### config.mk
export PLATFORM = sky130hd
export DESIGN_NAME = cbus_axi_bridge
export DESIGN_NICKNAME = d
export VERILOG_FILES = /design/src/rtl/cbus_axi_bridge.sv
export SDC_FILE = /design/constraint.sdc
export NUM_CORES = 1
export LEC_CHECK = 0
export BUFFER_PORTS_ARGS = -buffer_cell sky130_fd_sc_hd__clkbuf_2
export CORE_ASPECT_RATIO = 0.5
export CORE_MARGIN = 10
export CORE_UTILIZATION = 38
export CTS_CLUSTER_SIZE = 25
export DETAILED_ROUTE_END_ITERATION = 16
export GPL_TIMING_DRIVEN = 0
export PLACE_DENSITY = 0.91
export SYNTH_ARGS = -nofsm -noshare
export SYNTH_HDL_FRONTEND = slang
export SYNTH_SLANG_ARGS = --single-unit
### constraint.sdc
create_clock -name clk -period 2.2 [get_ports clk]
set_clock_uncertainty 0.2 [all_clocks]
set_input_delay 0.33 -clock clk [delete_from_list [all_inputs] [get_ports clk]]
set_output_delay 0.33 -clock clk [all_outputs]
set_load 0.005 [all_outputs]
### src/rtl/cbus_axi_bridge.sv
// Cache-bus to AXI bridge: one outstanding INCR burst at a time, reads via AR/R, writes via AW/W/B.
// Address/len/size are latched in IDLE; write data and strobes are passed through live from the cache.
module cbus_axi_bridge #(
    parameter logic [3:0] AXI_ID = 4'd0
) (
    input  logic        clk,
    input  logic        resetn,
    input  logic        creq_valid,
    input  logic        creq_is_write,
    input  logic [2:0]  creq_size,
    input  logic [31:0] creq_addr,
    input  logic [3:0]  creq_strobe,
    input  logic [31:0] creq_data,
    input  logic [3:0]  creq_len,
    output logic        cresp_ready,
    output logic        cresp_last,
    output logic [31:0] cresp_data,
    output logic [3:0]  arid,
    output logic        arvalid,
    output logic [31:0] araddr,
    output logic [3:0]  arlen,
    output logic [2:0]  arsize,
    output logic [1:0]  arburst,
    input  logic        arready,
    input  logic [3:0]  rid,
    input  logic        rvalid,
    input  logic [31:0] rdata,
    input  logic [1:0]  rresp,
    input  logic        rlast,
    output logic        rready,
    output logic [3:0]  awid,
    output logic        awvalid,
    output logic [31:0] awaddr,
    output logic [3:0]  awlen,
    output logic [2:0]  awsize,
    output logic [1:0]  awburst,
    input  logic        awready,
    output logic [3:0]  wid,
    output logic        wvalid,
    output logic [31:0] wdata,
    output logic [3:0]  wstrb,
    output logic        wlast,
    input  logic        wready,
    input  logic [3:0]  bid,
    input  logic        bvalid,
    input  logic [1:0]  bresp,
    output logic        bready
);

    typedef enum logic [2:0] {
        ST_IDLE,
        ST_AR,
        ST_R,
        ST_AW,
        ST_W,
        ST_B
    } state_t;

    state_t      state_q, state_d;
    logic [31:0] addr_q, addr_d;
    logic [3:0]  len_q, len_d;
    logic [2:0]  size_q, size_d;
    logic [3:0]  beat_q, beat_d;
    logic        arvalid_q, arvalid_d;
    logic        awvalid_q, awvalid_d;
    logic        rready_q, rready_d;
    logic        wvalid_q, wvalid_d;
    logic        bready_q, bready_d;
    logic        beat_last;
    logic        unused_inputs;

    // Response IDs and error codes carry no information for the cache side.
    assign unused_inputs = ^{rid, bid, rresp, bresp};

    assign beat_last = (beat_q == len_q);

    always_comb begin
        state_d   = state_q;
        addr_d    = addr_q;
        len_d     = len_q;
        size_d    = size_q;
        beat_d    = beat_q;
        arvalid_d = arvalid_q;
        awvalid_d = awvalid_q;
        rready_d  = rready_q;
        wvalid_d  = wvalid_q;
        bready_d  = bready_q;
        unique case (state_q)
            ST_IDLE: begin
                if (creq_valid) begin
                    addr_d = creq_addr;
                    len_d  = creq_len;
                    size_d = creq_size;
                    beat_d = '0;
                    if (creq_is_write) begin
                        state_d   = ST_AW;
                        awvalid_d = 1'b1;
                    end else begin
                        state_d   = ST_AR;
                        arvalid_d = 1'b1;
                    end
                end
            end
            ST_AR: begin
                if (arready) begin
                    state_d   = ST_R;
                    arvalid_d = 1'b0;
                    rready_d  = 1'b1;
                end
            end
            ST_R: begin
                if (rvalid && rlast) begin
                    state_d  = ST_IDLE;
                    rready_d = 1'b0;
                end
            end
            ST_AW: begin
                if (awready) begin
                    state_d   = ST_W;
                    awvalid_d = 1'b0;
                    wvalid_d  = 1'b1;
                    beat_d    = '0;
                end
            end
            ST_W: begin
                if (wready) begin
                    if (beat_last) begin
                        state_d  = ST_B;
                        wvalid_d = 1'b0;
                        bready_d = 1'b1;
                    end else begin
                        beat_d = beat_q + 4'd1;
                    end
                end
            end
            ST_B: begin
                if (bvalid) begin
                    state_d  = ST_IDLE;
                    bready_d = 1'b0;
                end
            end
            default: state_d = ST_IDLE;
        endcase
    end

    always_ff @(posedge clk or negedge resetn) begin
        if (!resetn) begin
            state_q   <= ST_IDLE;
            addr_q    <= '0;
            len_q     <= '0;
            size_q    <= '0;
            beat_q    <= '0;
            arvalid_q <= 1'b0;
            awvalid_q <= 1'b0;
            rready_q  <= 1'b0;
            wvalid_q  <= 1'b0;
            bready_q  <= 1'b0;
        end else begin
            state_q   <= state_d;
            addr_q    <= addr_d;
            len_q     <= len_d;
            size_q    <= size_d;
            beat_q    <= beat_d;
            arvalid_q <= arvalid_d;
            awvalid_q <= awvalid_d;
            rready_q  <= rready_d;
            wvalid_q  <= wvalid_d;
            bready_q  <= bready_d;
        end
    end

    // The final W beat is acknowledged to the cache only with the B response.
    always_comb begin
        cresp_ready = 1'b0;
        cresp_last  = 1'b0;
        cresp_data  = '0;
        if (state_q == ST_R && rvalid) begin
            cresp_ready = 1'b1;
            cresp_last  = rlast;
            cresp_data  = rdata;
        end
        if (state_q == ST_W && wvalid_q && wready && !beat_last) begin
            cresp_ready = 1'b1;
        end
        if (state_q == ST_B && bvalid) begin
            cresp_ready = 1'b1;
            cresp_last  = 1'b1;
        end
    end

    assign arid    = AXI_ID;
    assign arvalid = arvalid_q;
    assign araddr  = addr_q;
    assign arlen   = len_q;
    assign arsize  = size_q;
    assign arburst = 2'b01;
    assign rready  = rready_q;

    assign awid    = AXI_ID;
    assign awvalid = awvalid_q;
    assign awaddr  = addr_q;
    assign awlen   = len_q;
    assign awsize  = size_q;
    assign awburst = 2'b01;

    assign wid     = AXI_ID;
    assign wvalid  = wvalid_q;
    assign wdata   = wvalid_q ? creq_data : '0;
    assign wstrb   = wvalid_q ? creq_strobe : '0;
    assign wlast   = wvalid_q && beat_last;
    assign bready  = bready_q;

endmodule

==> results_dict.tcl <==
set metrics [dict create \
    outcome "complete, no violations" \
    area.growth.synth_to_final_pct 57.5 \
    clk_latency_ns 0.29 \
    drt_wl_total_microns 12400 \
    grt-ovfl-total 0 \
    maxCapViolCount 0 \
    reg2reg_from "state_q[2]" \
    yosys_warnings 0 \
    ys.flop_type "dfrtp_1" \
    pwr-share-clk_pct 16.2 \
    p_per_area_mw_per_mm2 1200 \
    rows 23 \
    fmax_mhz 457 \
    ys_ff_latch 51 \
    hold_path_class "primary input to flop" \
    core_sq_mm 0.00812 \
    crit_path_max_fanout 10 \
    grt_pass1_vias 3421 \
    synth_edf_count 0 \
    ant_nets 0 \
    antenna_found_initial 1 \
    cts_tree "done" \
    leakage_uw 0.00284 \
    initial_core_util_pct 39.5 \
    dieArea_sq_mm 0.0127 \
    swShare_pct 35.0 \
    rsz0062_at_grt "yes" \
    pin_count 299 \
    crit_start "state_q[2]" \
    avgSynthCellArea_sq_um 10.3 \
    firstDrtPassIters 4 \
    syn_area_sq_mm 0.00321 \
    finalCritPeriodShare_pct 99.6 \
    finalNetCount 737 \
    syn_inst 310 \
    htree_levels 2 \
    chipWidth_microns 150 \
    placed_area_sq_mm 0.00475 \
    fin_cells 721 \
    dieHeight_microns 85.0 \
    synth_simple_gate_area_share_pct 20.6 \
    cts.path.max_buffers 2 \
    ir_drop_mv 0.748 \
    critPathSlowestCell "dfrtp_1" \
    final_layout_size_suffix_gt1_share_pct 64.8 \
    place.gp.congestion 0.844 \
    seq_power_share_pct 29.3 \
    grt.total_usage_pct 18.1 \
    first_iter_violations 133 \
    path_cells "buf_6 > nor2b_4 > and3b_2 > clkbuf_8 > and2_1 > clkbuf_2" \
    finalHoldViolCount 0 \
    clk_pin_slew_worst_paths_ns 0.07 \
    muxShareOfSynthArea_pct 15.1 \
    dp.cells 706 \
    synthAdderAreaFrac_pct 0.390 \
    post-route-drc-count 0 \
    cp_slowest_stage_delay_ns 0.39 \
    design_area_sq_mm 0.00505 \
    grt_pass1_wl_microns 18800 \
    fin_util_pct 62.3 \
    clock-sinks 51 \
    report.final.slew_viol_count 0 \
    async_reset_ff_share_pct 100 \
    cp-end-kind "output pin" \
    dp_hpwl_microns 10500 \
    arrival_ns 1.66 \
    worstSetupPathType "flop to output pin" \
    combPwrFrac_pct 54.5 \
    synth_xor_area_share_pct 1.09 \
    cts_buffers 5 \
    min-delay-start "creq_addr[15]" \
    synth_compound_area_share_pct 6.05 \
    p_switching_uw 2120 \
    p_int_uw 3940 \
    worst-endpoint-required_ns 1.67 \
    min_period_ns 2.19 \
    root_buffer "clkbuf_16" \
    vias 3193 \
    portBuffers 270 \
    vias_per_cell 4.43 \
    finalPower_uw 6060 \
    synth.distinct_cells 48 \
    grt_start_max_net_pins 52 \
    ys_seq_area_share_pct 39.8 \
    cp-start-kind "flop" \
    fin_hold_ws_ns 0.0574 \
    synth_top_family_by_area "simple AND/OR/NAND/NOR gates" \
    setup_viol 0 \
    post_drt_wl_per_cell_microns 17.2 \
]
## stage by stage
| stage | setup slack (ns) | setup TNS (ns) |
|---|---|---|
| floorplan | 0.423 | 0 |
| global placement | 0.106 | 0 |
| detailed placement | 0.0480 | 0 |
| CTS | 0.00690 | 0 |
| global route | -0.0584 | -0.712 |
| finish | 0.00986 | 0 |
## what timing repair did
| item | in CTS | in global routing |
|---|---|---|
| gates cloned | 1 | 0 |
| hold buffers | 0 | 1 |
| resized for setup | 9 | 4 |
| pin swaps | 2 | 1 |
| setup endpoints to repair | 34 | 42 |
| hold endpoints to repair | 0 | 16 |
| setup buffers | 4 | 0 |
## cell type report
type                    instances  area (sq um)
inverters                       7          26.3
plain buffers                  69           527
diodes                          1          2.50
multi-input cells             196          1470
flip-flops and latches         51          1280
fillers                       670          3060
well taps                     112           140
clock inverters                 2          60.1
repair buffers                277          1420
clock buffers                   6           129
## path summary, 6_finish.rpt
kind	depth (start not counted)	slack, ns	endpoint
worst min-delay path	2	0.06	araddr[15]
worst max register to register	7	0.14	araddr[23]
min in group asynchronous	2	0.32	awvalid
worst min register to register	2	0.32	awvalid
max in group asynchronous	3	0.94	state_q[0]
worst max-delay path	6	0.01	cresp_data[8]
## Yosys cell counts (2+ instances only)
cell type   n  share of area [%]
conb_1      2               0.23
inv_1       7               0.82
buf_6       4                1.4
o21ai_0     7                1.1
mux2i_1     2               0.62
nor2b_1     5               0.98
mux2_1     11                3.9
clkbuf_1    5               0.59
and2_1     68                 13
nand3_1     4               0.62
xnor2_1     4                1.1
a31oi_1     2               0.39
nor2_1      4               0.47
clkbuf_2    3               0.47
nand2_1    10                1.2
buf_4      56                 13
nor2_2      2               0.39
mux2_2     29                 10
a21oi_1     5               0.78
dfrtp_1    51                 40
buf_2       2               0.31
## placed cells by master, fill, tap and decap left out, drive strengths merged, types with 2 or more instances in the layout
cell    Yosys  layout
a21oi       6       6
a221oi      2       2
a31oi       2       2
a32oi       2       2
and2       68      68
buf        62      69
bufinv      0       2
clkbuf      8     282
conb        2      16
dfrtp      51      51
inv         7       7
mux2       40      40
mux2i       3       3
nand2      11      11
nand3       4       4
nor2        6       6
nor2b       5       5
o21ai       7       7
xnor2       4       4
## metal layers
layer  share of wire [%]  global-route usage [%]  vias up  wire, microns
met3                 7.6                    4.66       18            946
li1                    -                       -     1549              -
met5                   0                       0        -              0
met4                 1.5                    4.56        0            187
met2                  58                    37.0      131           7170
met1                  33                    17.5     1495           4130
## power groups by stage
| stage | sequential [uW] | combinational, uW | clock (uW) |
|---|---|---|---|
| after global placement | 1740 | 3140 | 0 |
| final | 1780 | 3310 | 980 |
| after detailed placement | 1780 | 3230 | 0 |
| after global routing | 1860 | 3600 | 1030 |
| after floorplan | 1730 | 1800 | 0 |
| after CTS | 1770 | 3340 | 993 |
## critical path, delay by kind of cell (launching register included)
family / cells / cell delay (ns)
buf+inv: 3 / 0.47
simple gates: 3 / 0.51
flops: 1 / 0.39
## sequential cells by signal (all words and copies together), names as in the netlist
name / cells
rready: 1
bready: 1
arlen: 4
beat_q: 4
arsize: 3
arvalid: 1
wvalid: 1
state_q: 3
awvalid: 1
araddr: 32
## kinds of logic after synthesis
kind of cell	after synthesis
compound gates	27
xor+xnor	4
fa+ha+maj	1
buf+inv	77
flops	51
mux	43
other cells	2
simple gates	105
No activity file was read; power rests on OpenSTA's default activity.
